==> config.mk <==
export PLATFORM = sky130hd
export DESIGN_NAME = muldiv_sequencer
export DESIGN_NICKNAME = d
export VERILOG_FILES = /design/src/rtl/muldiv_pkg.sv /design/src/rtl/muldiv_core.sv /design/src/rtl/muldiv_sequencer.sv
export SDC_FILE = /design/constraint.sdc
export NUM_CORES = 1
export LEC_CHECK = 0
export CAP_MARGIN = 20
export CORE_ASPECT_RATIO = 1.75
export CORE_MARGIN = 5
export CORE_UTILIZATION = 40
export CTS_BUF_LIST = sky130_fd_sc_hd__clkbuf_8
export CTS_CLUSTER_SIZE = 30
export DETAILED_ROUTE_END_ITERATION = 16
export DONT_BUFFER_PORTS = 1
export SLEW_MARGIN = 20
export SYNTH_ARGS = -nofsm -noshare
export SYNTH_HDL_FRONTEND = slang
export SYNTH_SLANG_ARGS = --single-unit
==> constraint.sdc <==
create_clock -name clk_i -period 5.21 [get_ports clk_i]
set_input_delay 1.563 -clock clk_i [delete_from_list [all_inputs] [get_ports clk_i]]
set_output_delay 1.563 -clock clk_i [all_outputs]
set_load 0.005 [all_outputs]
==> src/rtl/muldiv_pkg.sv <==
// Shared definitions for the iterative multiply/divide sequencer.
// MULDIV_FAST_MULT_EN selects a single-cycle multiply in the consumers of this package.
package muldiv_pkg;

   typedef enum logic [2:0] {
      S_IDLE = 3'd0,
      S_MUL  = 3'd1,
      S_DIV  = 3'd2,
      S_FIX  = 3'd3,
      S_DONE = 3'd4
   } state_e;

   typedef enum logic [1:0] {
      OP_MULT  = 2'b00,
      OP_MULTU = 2'b01,
      OP_DIV   = 2'b10,
      OP_DIVU  = 2'b11
   } op_e;

   localparam int unsigned MULDIV_ITERS = 32;

   function automatic logic op_is_div(input logic [1:0] op);
      return op[1];
   endfunction

   function automatic logic op_is_signed(input logic [1:0] op);
      return ~op[0];
   endfunction

endpackage

==> src/rtl/muldiv_core.sv <==
// Shift-add / restoring-divide datapath with magnitude operands and sign fix-up.
// With MULDIV_FAST_MULT_EN defined the product comes from a combinational multiplier.
module muldiv_core
   import muldiv_pkg::*;
#(
   parameter int unsigned WIDTH = MULDIV_ITERS
) (
   input  logic             clk_i,
   input  logic             rst_i,
   input  logic             load_i,
   input  logic             step_i,
   input  logic [1:0]       op_i,
   input  logic [WIDTH-1:0] a_i,
   input  logic [WIDTH-1:0] b_i,
   output logic [WIDTH-1:0] res_hi_o,
   output logic [WIDTH-1:0] res_lo_o,
   output logic             div_zero_o
);

   localparam int unsigned PW = 2 * WIDTH;

   logic [WIDTH-1:0] acc_hi_q, acc_hi_d;
   logic [WIDTH-1:0] acc_lo_q, acc_lo_d;
   logic [WIDTH-1:0] dvs_q, dvs_d;
   logic [WIDTH-1:0] a_q, a_d;
   logic             is_div_q, is_div_d;
   logic             neg_res_q, neg_res_d;
   logic             neg_rem_q, neg_rem_d;
   logic             dz_q, dz_d;

   logic             neg_a, neg_b;
   logic [WIDTH:0]   mul_sum;
   logic [WIDTH:0]   rem_sh;
   logic [WIDTH+1:0] rem_diff;
   logic             rem_ge;
   logic [PW-1:0]    prod_raw, prod;
   logic [WIDTH-1:0] quo, rem;

   always_comb begin
      acc_hi_d  = acc_hi_q;
      acc_lo_d  = acc_lo_q;
      dvs_d     = dvs_q;
      a_d       = a_q;
      is_div_d  = is_div_q;
      neg_res_d = neg_res_q;
      neg_rem_d = neg_rem_q;
      dz_d      = dz_q;

      neg_a = op_is_signed(op_i) & a_i[WIDTH-1];
      neg_b = op_is_signed(op_i) & b_i[WIDTH-1];

      mul_sum  = {1'b0, acc_hi_q} + (acc_lo_q[0] ? {1'b0, dvs_q} : '0);
      rem_sh   = {acc_hi_q, acc_lo_q[WIDTH-1]};
      rem_diff = {1'b0, rem_sh} - {2'b00, dvs_q};
      rem_ge   = ~rem_diff[WIDTH+1];

      if (load_i) begin
         // LO starts as |A| and the divisor/multiplicand register as |B| for both ops
         acc_hi_d  = '0;
         acc_lo_d  = neg_a ? -a_i : a_i;
         dvs_d     = neg_b ? -b_i : b_i;
         a_d       = a_i;
         is_div_d  = op_is_div(op_i);
         neg_res_d = neg_a ^ neg_b;
         neg_rem_d = neg_a;
         dz_d      = op_is_div(op_i) & (b_i == '0);
      end else if (step_i) begin
         if (is_div_q) begin
            acc_hi_d = rem_ge ? rem_diff[WIDTH-1:0] : rem_sh[WIDTH-1:0];
            acc_lo_d = {acc_lo_q[WIDTH-2:0], rem_ge};
         end else begin
            acc_hi_d = mul_sum[WIDTH:1];
            acc_lo_d = {mul_sum[0], acc_lo_q[WIDTH-1:1]};
         end
      end
   end

   always_ff @(posedge clk_i) begin
      if (rst_i) begin
         acc_hi_q  <= '0;
         acc_lo_q  <= '0;
         dvs_q     <= '0;
         a_q       <= '0;
         is_div_q  <= 1'b0;
         neg_res_q <= 1'b0;
         neg_rem_q <= 1'b0;
         dz_q      <= 1'b0;
      end else begin
         acc_hi_q  <= acc_hi_d;
         acc_lo_q  <= acc_lo_d;
         dvs_q     <= dvs_d;
         a_q       <= a_d;
         is_div_q  <= is_div_d;
         neg_res_q <= neg_res_d;
         neg_rem_q <= neg_rem_d;
         dz_q      <= dz_d;
      end
   end

   always_comb begin
`ifdef MULDIV_FAST_MULT_EN
      prod_raw = PW'(acc_lo_q) * PW'(dvs_q);
`else
      prod_raw = {acc_hi_q, acc_lo_q};
`endif
      prod = neg_res_q ? -prod_raw : prod_raw;
      quo  = neg_res_q ? -acc_lo_q : acc_lo_q;
      rem  = neg_rem_q ? -acc_hi_q : acc_hi_q;

      if (dz_q) begin
         res_hi_o = a_q;
         res_lo_o = '1;
      end else if (is_div_q) begin
         res_hi_o = rem;
         res_lo_o = quo;
      end else begin
         res_hi_o = prod[PW-1:WIDTH];
         res_lo_o = prod[WIDTH-1:0];
      end
   end

   assign div_zero_o = dz_q;

endmodule

==> src/rtl/muldiv_sequencer.sv <==
// MIPS-style HI/LO multiply/divide unit: FSM, iteration counter and pipeline stall.
// MULDIV_FAST_MULT_EN sends mult/multu straight to FIX using a combinational product.
module muldiv_sequencer
   import muldiv_pkg::*;
#(
   parameter int unsigned WIDTH = MULDIV_ITERS
) (
   input  logic             clk_i,
   input  logic             rst_i,
   input  logic             start_i,
   input  logic [1:0]       op_i,
   input  logic [WIDTH-1:0] operand_a_i,
   input  logic [WIDTH-1:0] operand_b_i,
   input  logic             mf_req_i,
   output logic             busy_o,
   output logic             stall_o,
   output logic             done_o,
   output logic [WIDTH-1:0] hi_o,
   output logic [WIDTH-1:0] lo_o,
   output logic             div_by_zero_o
);

   localparam int unsigned CNT_W = (WIDTH > 1) ? $clog2(WIDTH) : 1;
   localparam logic [CNT_W-1:0] CNT_LAST = CNT_W'(WIDTH - 1);
`ifdef MULDIV_FAST_MULT_EN
   localparam state_e MUL_TARGET = S_FIX;
`else
   localparam state_e MUL_TARGET = S_MUL;
`endif

   state_e           state_q, state_d;
   logic [CNT_W-1:0] cnt_q, cnt_d;
   logic [WIDTH-1:0] hi_q, hi_d;
   logic [WIDTH-1:0] lo_q, lo_d;
   logic             dz_q, dz_d;
   logic             accept;
   logic             step;
   logic [WIDTH-1:0] core_hi, core_lo;
   logic             core_dz;

   assign accept = start_i & ((state_q == S_IDLE) | (state_q == S_DONE));

   muldiv_core #(.WIDTH(WIDTH)) u_core (
      .clk_i      (clk_i),
      .rst_i      (rst_i),
      .load_i     (accept),
      .step_i     (step),
      .op_i       (op_i),
      .a_i        (operand_a_i),
      .b_i        (operand_b_i),
      .res_hi_o   (core_hi),
      .res_lo_o   (core_lo),
      .div_zero_o (core_dz)
   );

   always_comb begin
      state_d = state_q;
      cnt_d   = cnt_q;
      hi_d    = hi_q;
      lo_d    = lo_q;
      dz_d    = dz_q;
      step    = 1'b0;
      case (state_q)
         S_IDLE, S_DONE: begin
            if (state_q == S_DONE) state_d = S_IDLE;
            if (accept) begin
               cnt_d = '0;
               dz_d  = 1'b0;
               if (op_is_div(op_i)) state_d = (operand_b_i == '0) ? S_FIX : S_DIV;
               else                 state_d = MUL_TARGET;
            end
         end
         S_MUL, S_DIV: begin
            step = 1'b1;
            if (cnt_q == CNT_LAST) begin
               state_d = S_FIX;
               cnt_d   = '0;
            end else begin
               cnt_d = cnt_q + CNT_W'(1);
            end
         end
         S_FIX: begin
            // architectural HI/LO only ever change here
            state_d = S_DONE;
            hi_d    = core_hi;
            lo_d    = core_lo;
            dz_d    = core_dz;
         end
         default: state_d = S_IDLE;
      endcase
   end

   always_ff @(posedge clk_i) begin
      if (rst_i) begin
         state_q <= S_IDLE;
         cnt_q   <= '0;
         hi_q    <= '0;
         lo_q    <= '0;
         dz_q    <= 1'b0;
      end else begin
         state_q <= state_d;
         cnt_q   <= cnt_d;
         hi_q    <= hi_d;
         lo_q    <= lo_d;
         dz_q    <= dz_d;
      end
   end

   assign busy_o        = (state_q == S_MUL) | (state_q == S_DIV) | (state_q == S_FIX);
   assign done_o        = (state_q == S_DONE);
   assign stall_o       = mf_req_i & (busy_o | accept);
   assign hi_o          = hi_q;
   assign lo_o          = lo_q;
   assign div_by_zero_o = dz_q;

endmodule

==> run_results.csv, run 1 <==
group,metric,value,unit
outcome,status,"complete, no violations",
pwr,powerDensity,558,mW/mm^2
clock_network,postCtsSetupBuffers,0,
global_route,track_usage,0.254,
die,die_y,266,um
run,drv_cap,0,
placement,placed_cells,2370,
logic_synthesis,synth_ff_type,"dfxtp_1",
global_route,grt_max_degree,157,
clock_network,insertion_delay,0.59,ns
clock_network,cts_tree,"done",
pwr,p_sw_frac,0.486,
pwr,power.net_switching,4.36,mW
logic_synthesis,yosysWarnings,0,
global_route,grt_pass1_wl,82.7,mm
global_route,antenna_found_initial,1,
layout,layout_commonest_cell,"nor2_1",
clock_network,cts_hold_buf,0,
clock_network,cts.sinks,205,
timing,slew_headroom,0.290,
logic_synthesis,synth-seq-cells,205,
worst_setup_path,r2r_slack,1.06,ns
clock_network,cts_resized,0,
timing,rsz0062_at_grt,"no",
placement,place.gp.congestion,0.975,
timing,fin_tns_setup,0,ns
worst_setup_path,cpMaxStageDelayCell,"and2_1",
timing,finalCritPeriodShare,0.796,
worst_setup_path,path_cells,"ha_1 -> a21oi_1 -> o21ai_0 -> nor2_1 -> nand4_1 -> nand4_1 -> and2_1 -> nor4_1 -> a311oi_1 -> o21ai_1",
layout,drive_gt1_frac,0.0741,
global_route,grt_overflow,0,
pwr,cell_internal_pwr,4.60,mW
routing,ant_nets,0,
die,rows,93,
die,fp.coreArea,0.0369,sq mm
worst_hold_path,min-delay-start,"u_core.a_q[5]$_SDFFE_PP0P_",
clock_network,cts_inserted_buffers,36,
worst_setup_path,cpPeakStageDelay,0.86,ns
layout,fill_cells,3848,
layout,final_nets,2075,
logic_synthesis,ys_types,82,
logic_synthesis,netlist_instances,1994,
worst_setup_path,cp_common_cell,"nand4_1",
timing,slew_violations,0,
worst_setup_path,cp.required,5.65,ns
pwr,leakage,5.93,nW
logic_synthesis,syn_nets,2136,
pwr,clkPwrFrac,0.183,
logic_synthesis,yosysSeqAreaShare,0.274,
worst_hold_path,whs_endpoint,"u_core.a_q[5]$_SDFFE_PP0P_",
worst_setup_path,reg2reg_depth,10,
routing,viasPerCell,6.07,
clock_network,clock_path_buffers,3,
clock_network,htreeDepth,2,
timing,finalHoldViolCount,0,
timing,finalSetupViolations,0,
worst_setup_path,start_kind,"flop",
die,dieArea,0.0415,sq mm
worst_setup_path,cp.arrival,4.59,ns
logic_synthesis,synth_edf_count,0,
logic_synthesis,postSynth.asyncResetShare,0,
layout,syn_to_final_growth,7.40,%
timing,fin_skew,0.0480,ns
clock_network,path_clk_slew,0.06,ns
routing,avgRoutedWirePerCell,22.5,um
routing,drt_wl_total,54.9,mm
layout,mostFrequentLayoutCells,"222 x nor2_1, 218 x nand2_1, 203 x dfxtp_1, 193 x a21oi_1, 106 x o21ai_0",
routing,vias,14800,
worst_hold_path,hold_path_depth,2,
worst_setup_path,worstSetupPathType,"reg2reg",
worst_setup_path,startpoint,"u_core.acc_hi_q[21]$_SDFFE_PP0P_",
placement,io_buffers,0,
global_route,first_global_vias,14300,
worst_setup_path,r2r-end,"u_core.acc_hi_q[30]$_SDFFE_PP0P_",
timing,holdWs,0.450,ns
timing,fmax,241,MHz
placement,hpwl,41.5,mm
die,initial_utilization,0.405,
logic_synthesis,synth.avg_cell_area,7.50,sq um
die,io_pins,138,
worst_setup_path,r2r-start,"u_core.acc_hi_q[21]$_SDFFE_PP0P_",
routing,drc,0,
pwr,vdd_drop_max,223,uV
timing,worst_pin_slew,1.07,ns
die,die_width,156,um
clock_network,clockRootBuffer,"clkbuf_8",
logic_synthesis,synth_area,0.0150,sq mm
timing,fin_crit,4.15,ns
layout,stdcell_count,2434,
worst_hold_path,hold_path_class,"reg2reg",
routing,first_iter_violations,1162,
pwr,p_seq_frac,0.259,
worst_setup_path,cp_max_fo,20,
pwr,combPwrFrac,0.558,
worst_setup_path,endpoint_kind,"flop",
routing,first_pass_iters,6,
-- through the flow --
| stage | worst slack [ns] | power (mW) | cell area (sq um) | util |
|---|---|---|---|---|
| after floorplan | 1.10 | 5.82 | 15000 | - |
| after global routing | 0.955 | 9.52 | 16100 | 0.435 |
| after global placement | 1.18 | 7.22 | 15300 | 0.414 |
| final | 1.06 | 8.96 | 16100 | 0.435 |
| after detailed placement | 1.08 | 7.28 | 15300 | 0.414 |
| after CTS | 1.13 | 8.94 | 16100 | 0.435 |
-- per-layer routing --
metal,track usage,part of all wire,routed length [um],vias up
li1,-,-,-,7053
met1,0.253,0.34,18800,7006
met2,0.464,0.51,28100,535
met3,0.0406,0.057,3110,185
met4,0.189,0.088,4810,0
met5,0,0,0,-
-- how the worst max path moves through the flow --
stage                                             endpoint  slack (ns)  cells after the start
after global routing      u_core.acc_hi_q[30]$_SDFFE_PP0P_        0.95                     10
final                     u_core.acc_hi_q[30]$_SDFFE_PP0P_        1.06                     10
after floorplan                                    stall_o        1.10                      5
after detailed placement           state_q[0]$_SDFFE_PP0P_        1.08                      8
after global placement             state_q[0]$_SDFFE_PP0P_        1.18                      8
after CTS                 u_core.acc_hi_q[30]$_SDFFE_PP0P_        1.13                     10
-- logic make-up after synthesis --
group	Yosys count	synth area share
xor gates and xnor gates	168	0.0984
AOI/OAI and AO/OA	624	0.265
and+or+nand+nor	677	0.214
buffers and inverters	195	0.0510
muxes	53	0.0360
DFF	205	0.274
adders and majority gates	72	0.0612
-- Yosys cell counts (9+ instances only) --
master,n,share of area
a211oi_1,67,0.034
a21o_1,24,0.012
a21oi_1,193,0.065
a22o_1,11,0.0064
a31oi_1,23,0.0096
and2_1,16,0.0067
buf_1,13,0.0033
buf_2,12,0.0040
clkbuf_1,103,0.026
dfxtp_1,205,0.27
ha_1,70,0.059
inv_1,64,0.016
mux2i_1,47,0.031
nand2_1,218,0.055
nand2b_1,24,0.010
nand3_1,39,0.013
nand4_1,12,0.0050
nor2_1,225,0.056
nor3_1,40,0.013
nor4_1,9,0.0038
o211ai_1,30,0.015
o21ai_0,106,0.035
o22ai_1,52,0.022
o31ai_1,32,0.016
or3_1,20,0.0084
or4_1,11,0.0055
xnor2_1,102,0.060
xor2_1,66,0.039
-- flip-flops by register name (all words and copies together), names as in the netlist --
signal / flops
hi_o: 32
lo_o: 32
u_core.a_q: 32
u_core.acc_hi_q: 32
u_core.acc_lo_q: 32
u_core.dvs_q: 32
cnt_q: 5
state_q: 3
div_by_zero_o: 1
u_core.div_zero_o: 1
u_core.is_div_q: 1
u_core.neg_rem_q: 1
u_core.neg_res_q: 1
-- layout make-up --
class	count	area [sq um]	share of cell area
multi-input cells	1594	10100	0.629
flip-flops and latches	205	4110	0.256
clock buffers	46	633	0.0394
well taps	475	594	0.0370
inverters	65	244	0.0152
repair buffers	31	233	0.0145
clock inverters	17	141	0.00880
diodes	1	2.50	0.000156
-- power by group through the flow --
stage / clock network, mW / logic (mW) / registers [mW]
final: 1.64 / 5.00 / 2.32
after global routing: 1.74 / 5.42 / 2.35
after floorplan: 0 / 3.69 / 2.13
after detailed placement: 0 / 4.94 / 2.34
after global placement: 0 / 4.89 / 2.33
after CTS: 1.68 / 4.95 / 2.31
-- critical path: cells and delay by family (launching register included) --
kind            cells  cell delay [ns]
simple gates        5             2.05
compound gates      4             1.00
flops               1             0.59
fa+ha+maj           1             0.37
Note: power is estimated with default switching activity, not from simulation.
==> run 2, diff against run 1 <==
clock period = 3.4 ns   (was 5.21 ns; I/O delays follow)
==> run 2 against run 1 <==
Effect of this change: utilization grew 3.6 points; maximum frequency grew 27%; via count increased by 4.4%; non-clock buffer count up 160; sequential power rose by 44%; hold slack worse by 0.0025 ns; combinational power up 81%; first-iteration DRC count fell by 9.7%; critical path type unchanged; largest power group unchanged; final area is 8.4% higher.
==> run_results.csv, run 2 (synthesized netlist as in run 1, its figures left out) <==
group,metric,value,unit
routing,vias,15400,
timing,slew_headroom,0.363,
timing,fin_tns_setup,0,ns
worst_setup_path,cp.arrival,3.76,ns
placement,placed_area,0.0165,sq mm
pwr,vdd_drop_max,366,uV
clock_network,path_clk_slew,0.06,ns
layout,layout_commonest_cell,"nor2_1",
worst_setup_path,cpMaxStageDelayCell,"fa_1",
timing,fin_crit,3.27,ns
layout,syn_to_final_growth,16.4,%
clock_network,clockRootBuffer,"clkbuf_8",
timing,fmax,306,MHz
global_route,antenna_found_initial,1,
pwr,powerDensity,864,mW/mm^2
worst_setup_path,reg2reg_depth,14,
routing,first_iter_violations,1049,
clock_network,insertion_delay,0.57,ns
routing,avgRoutedWirePerCell,22.5,um
timing,finalHoldViolCount,0,
timing,rsz0062_at_grt,"yes",
layout,mostFrequentLayoutCells,"223 x nor2_1, 218 x nand2_1, 202 x dfxtp_1, 191 x a21oi_1, 189 x buf_4",
worst_setup_path,cpPeakStageDelay,0.40,ns
placement,io_buffers,0,
worst_setup_path,cp.required,3.89,ns
clock_network,clock_path_buffers,3,
die,initial_utilization,0.405,
clock_network,cts_tree,"done",
routing,drt_wl_total,58.4,mm
layout,fin_area,0.0174,sq mm
worst_hold_path,hold_path_depth,2,
outcome,status,"complete, no violations",
routing,ant_nets,0,
worst_setup_path,critical_path.top_delay_family,"compound AO/OA/AOI/OAI gates",
timing,finalSetupViolations,0,
layout,fill_cells,3698,
worst_setup_path,worstPathBufferInverterCount,3,
layout,drive_gt1_frac,0.151,
worst_setup_path,cp.depth,14,
global_route,grt_max_degree,157,
clock_network,cts.sinks,205,
global_route,grt_overflow,0,
worst_setup_path,path_cells,"inv_1 -> ha_2 -> fa_1 -> nand2b_4 -> a21o_1 -> a32oi_1 -> buf_4 -> a21bo_4 -> o211ai_1 -> mux2_4 -> nor4_2 -> buf_4 -> a311oi_1 -> o21ai_1",
die,dieArea,0.0415,sq mm
die,rows,93,
worst_setup_path,start_kind,"flop",
worst_setup_path,worstSetupPathType,"reg2reg",
clock_network,cts_hold_buf,0,
routing,viasPerCell,5.95,
layout,stdcell_count,2591,
global_route,grt_pass1_wl,87.7,mm
timing,layout_setup_ws,0.131,ns
placement,place_ws,-0.0567,ns
pwr,leakage,6.76,nW
worst_hold_path,hold_path_class,"reg2reg",
timing,finalCritPeriodShare,0.961,
placement,place.gp.congestion,0.993,
die,die_width,156,um
clock_network,htreeDepth,2,
run,drv_cap,0,
routing,first_pass_iters,7,
placement,placed_cells,2529,
placement,hpwl,45.2,mm
die,io_pins,138,
global_route,first_global_vias,15400,
layout,final_nets,2234,
worst_setup_path,cp_max_fo,4,
layout,seq_area,0.00411,sq mm
routing,drc,0,
timing,holdWs,0.448,ns
die,fp.coreArea,0.0369,sq mm
timing,worst_pin_slew,0.955,ns
clock_network,cts_inserted_buffers,35,
die,die_y,266,um
timing,fin_skew,0.0325,ns
timing,slew_violations,0,
layout,multi_input_area,0.0102,sq mm
global_route,track_usage,0.271,
worst_setup_path,endpoint_kind,"flop",
worst_setup_path,cp_common_cell,"buf_4",
## run 2: cell types whose count changed in the layout (fill, tap and decap cells not counted), moves of 3 or more
cell,delta
clkbuf_8,-7
inv_1,-3
bufinv_16,+4
o311ai_0,-3
buf_4,+158
inv_2,+6
a21boi_0,-3
a21boi_1,+3
## run 2: what timing repair did
item                       CTS  global route
gates resized for setup      4            28
buffers inserted             0             1
setup endpoints to repair    6            24
pin swaps                    0             6
## run 2: path summary, 6_finish.rpt
path	endpoint	start	slack [ns]
worst min-delay path	u_core.a_q[28]$_SDFFE_PP0P_	u_core.a_q[28]$_SDFFE_PP0P_	0.45
worst min register to register	u_core.a_q[28]$_SDFFE_PP0P_	u_core.a_q[28]$_SDFFE_PP0P_	0.45
worst max-delay path	u_core.acc_hi_q[30]$_SDFFE_PP0P_	u_core.acc_lo_q[31]$_SDFFE_PP0P_	0.13
worst max register to register	u_core.acc_hi_q[30]$_SDFFE_PP0P_	u_core.acc_lo_q[31]$_SDFFE_PP0P_	0.13
## run 2: final cells by class
type                            instances  area share
Multi-Input combinational cell       1594       0.586
Clock buffer                           39      0.0308
Antenna cell                            1    0.000144
Timing Repair Buffer                  191      0.0838
Inverter                               65      0.0140
Tap cell                              475      0.0342
Clock inverter                         21      0.0145
Sequential cell                       205       0.236
## run 2: stage by stage
stage               power [mW]   util
finish                    15.0  0.472
global placement          12.1  0.447
CTS                       14.9  0.469
detailed placement        12.2  0.447
global route              15.9  0.472
floorplan                 8.92      -
## run 2: worst min-delay path: stages (launching register included)
cell and delay (ns):
dfxtp_1 0.30, nand2_1 0.05, a21oi_1 0.05
## run 2: power by group
group	total, mW	leakage [nW]	internal (mW)	switching (mW)
clock	2.62	0.432	1.51	1.11
sequential	3.35	1.67	2.87	0.477
combinational	9.06	4.66	3.65	5.41
## run 2: routing by layer
layer	global-route usage	up-vias	share of wire
met5	0	-	0
met4	0.229	0	0.10
met3	0.0437	222	0.053
met2	0.499	537	0.52
met1	0.256	7294	0.33
li1	-	7376	-
==> run 3, diff against run 2 <==
ABC_AREA = 1   (was unset)
CTS_BUF_LIST = sky130_fd_sc_hd__clkbuf_2   (was sky130_fd_sc_hd__clkbuf_8)
==> run 3 against run 2 <==
Effect of this change: non-clock buffer count shrank 109; final area grew 9.5%; sequential share of layout area shrank 2.1 points; global-route usage grew 8.2 points; total power grew 2.2%; sequential power grew 4%; worst setup slack gained 0.051 ns; critical path depth shrank 5; via count grew 34%; maximum frequency grew 1.6%; hold slack lost 0.42 ns; register-to-register slack gained 0.05 ns.
==> run_results.csv, run 3 <==
group,metric,value,unit
worst_setup_path,endpoint_kind,"flop",
clock_network,clock_path_buffers,3,
logic_synthesis,synth_area,0.0177,sq mm
routing,viasPerCell,5.68,
timing,fin_tns_setup,0,ns
worst_setup_path,critical_path.top_delay_family,"simple AND/OR/NAND/NOR gates",
logic_synthesis,synth_edf_count,0,
logic_synthesis,synth.avg_cell_area,5.89,sq um
clock_network,cts_hold_buf,0,
logic_synthesis,ys_types,57,
clock_network,cts_inserted_buffers,54,
layout,fill_cells,4875,
routing,avgRoutedWirePerCell,24.4,um
worst_setup_path,start_kind,"flop",
die,dieArea,0.0487,sq mm
worst_setup_path,cpMaxStageDelayCell,"nand4_1",
routing,first_pass_iters,6,
timing,fmax,311,MHz
worst_setup_path,cp.arrival,4.15,ns
logic_synthesis,synth_most_common_cell,"nand2_1",
logic_synthesis,netlist_instances,3005,
clock_network,insertion_delay,1.04,ns
clock_network,htreeDepth,2,
worst_setup_path,worstSetupPathType,"reg2reg",
timing,fin_crit,3.22,ns
logic_synthesis,synthTopCellsByArea,"dfxtp_1 23%, nand2_1 17%, inv_1 9.5%",
logic_synthesis,yosysWarnings,0,
routing,first_iter_violations,1572,
logic_synthesis,syn_nets,3147,
global_route,track_usage,0.353,
die,die_width,169,um
routing,drc,0,
logic_synthesis,yosysSeqAreaShare,0.232,
die,fp.coreArea,0.0440,sq mm
routing,drt_wl_total,89.0,mm
logic_synthesis,postSynth.asyncResetShare,0,
pwr,powerDensity,806,mW/mm^2
timing,rsz0062_at_grt,"no",
timing,finalCritPeriodShare,0.946,
clock_network,postCtsSetupBuffers,0,
die,die_y,288,um
placement,place.gp.congestion,1.00,
timing,finalHoldViolCount,0,
global_route,grt_max_degree,74,
placement,place_ws,0.276,ns
run,drv_cap,0,
timing,fin_skew,0.130,ns
placement,hpwl,71.2,mm
worst_setup_path,r2r_slack,0.18,ns
global_route,first_global_vias,20700,
outcome,status,"complete, no violations",
clock_network,cts_resized,0,
worst_setup_path,worstPathBufferInverterCount,1,
timing,finalSetupViolations,0,
logic_synthesis,yosysTopAreaCell,"dfxtp_1",
logic_synthesis,yosys-top-cells-count,"786 x nand2_1, 450 x inv_1, 299 x nor2_1, 229 x nand3_1, 209 x o21ai_0",
die,io_pins,138,
worst_setup_path,cp_common_cell,"nand3_1",
layout,layout_commonest_cell,"nand2_1",
clock_network,clockRootBuffer,"clkbuf_2",
routing,ant_nets,0,
timing,worst_pin_slew,0.838,ns
placement,io_buffers,0,
global_route,grt_overflow,0,
worst_hold_path,hold_path_class,"in2reg",
clock_network,cts.sinks,205,
worst_setup_path,cp_max_fo,8,
layout,final_nets,3177,
worst_setup_path,cp.required,4.33,ns
clock_network,path_clk_slew,0.12,ns
die,rows,102,
global_route,grt_pass1_wl,128,mm
routing,vias,20700,
worst_setup_path,cpPeakStageDelay,0.57,ns
timing,layout_setup_ws,0.182,ns
pwr,leakage,9.64,nW
layout,syn_to_final_growth,7.67,%
worst_setup_path,path_cells,"nor2_1 -> inv_1 -> nor2_1 -> nand3_1 -> o21ai_0 -> nand4_1 -> nand3_1 -> nand3_1 -> a21oi_1",
global_route,antenna_found_initial,1,
logic_synthesis,synth-seq-cells,205,
timing,slew_headroom,0.442,
clock_network,cts_tree,"done",
logic_synthesis,synth_top_area_frac,0.232,
logic_synthesis,synth_ff_type,"dfxtp_1",
pwr,vdd_drop_max,347,uV
timing,slew_violations,0,
layout,drive_gt1_frac,0.0866,
die,initial_utilization,0.402,
layout,mostFrequentLayoutCells,"785 x nand2_1, 449 x inv_1, 296 x nor2_1, 229 x nand3_1, 209 x o21ai_0",
run 3: kinds of logic after synthesis:
group | Yosys count | share of synthesized area
flip-flops | 205 | 0.232
adder cells (fa/ha/maj) | 72 | 0.0517
XOR/XNOR | 47 | 0.0233
AO/OA/AOI/OAI | 571 | 0.186
buffers and inverters | 583 | 0.130
AND/OR/NAND/NOR | 1527 | 0.377
run 3: worst paths after layout:
path         depth (start not counted)                             start                      end
max                                  9  u_core.acc_hi_q[16]$_SDFFE_PP0P_    hi_o[29]$_SDFFE_PP0P_
min                                  1                             rst_i  state_q[1]$_SDFFE_PP0P_
max reg2reg                          9  u_core.acc_hi_q[16]$_SDFFE_PP0P_    hi_o[29]$_SDFFE_PP0P_
min reg2reg                          2             cnt_q[3]$_SDFFE_PP0P_    cnt_q[3]$_SDFFE_PP0P_
run 3: layout make-up:
class	instances	area, sq um	area share
timing repair buffer	82	666	0.0349
clock inverter	21	96.3	0.00505
multi-input combinational	2217	11300	0.594
sequential	205	4110	0.215
inverter	475	1780	0.0936
clock buffer	73	365	0.0192
antenna	1	2.50	0.000131
tap	572	716	0.0375
run 3: report_power, final:
part | switching, mW | leakage (nW) | internal [mW] | total (mW)
logic | 7.17 | 7.62 | 2.86 | 10.0
clock network | 1.25 | 0.347 | 0.598 | 1.85
registers | 0.656 | 1.68 | 2.82 | 3.48
run 3: per-layer routing:
layer,vias to the layer above,GRT usage,wire (um)
met5,-,0,0
met4,0,0.354,11200
met3,391,0.0541,4700
met2,849,0.670,46300
met1,9564,0.299,26800
li1,9914,-,-
run 3: stage by stage:
step                instance area (sq um)  hold WS [ns]   util  total power, mW  instances
finish                              19100        0.0313  0.433             15.4       3646
global route                        19100        0.0374  0.433             16.3       3646
CTS                                 19100        0.0109  0.433             15.1       3645
detailed placement                  18600         0.443  0.422             13.3       3551
global placement                    18600         0.439  0.422             13.2       3551
floorplan                           17700         0.420      -             9.65       3005
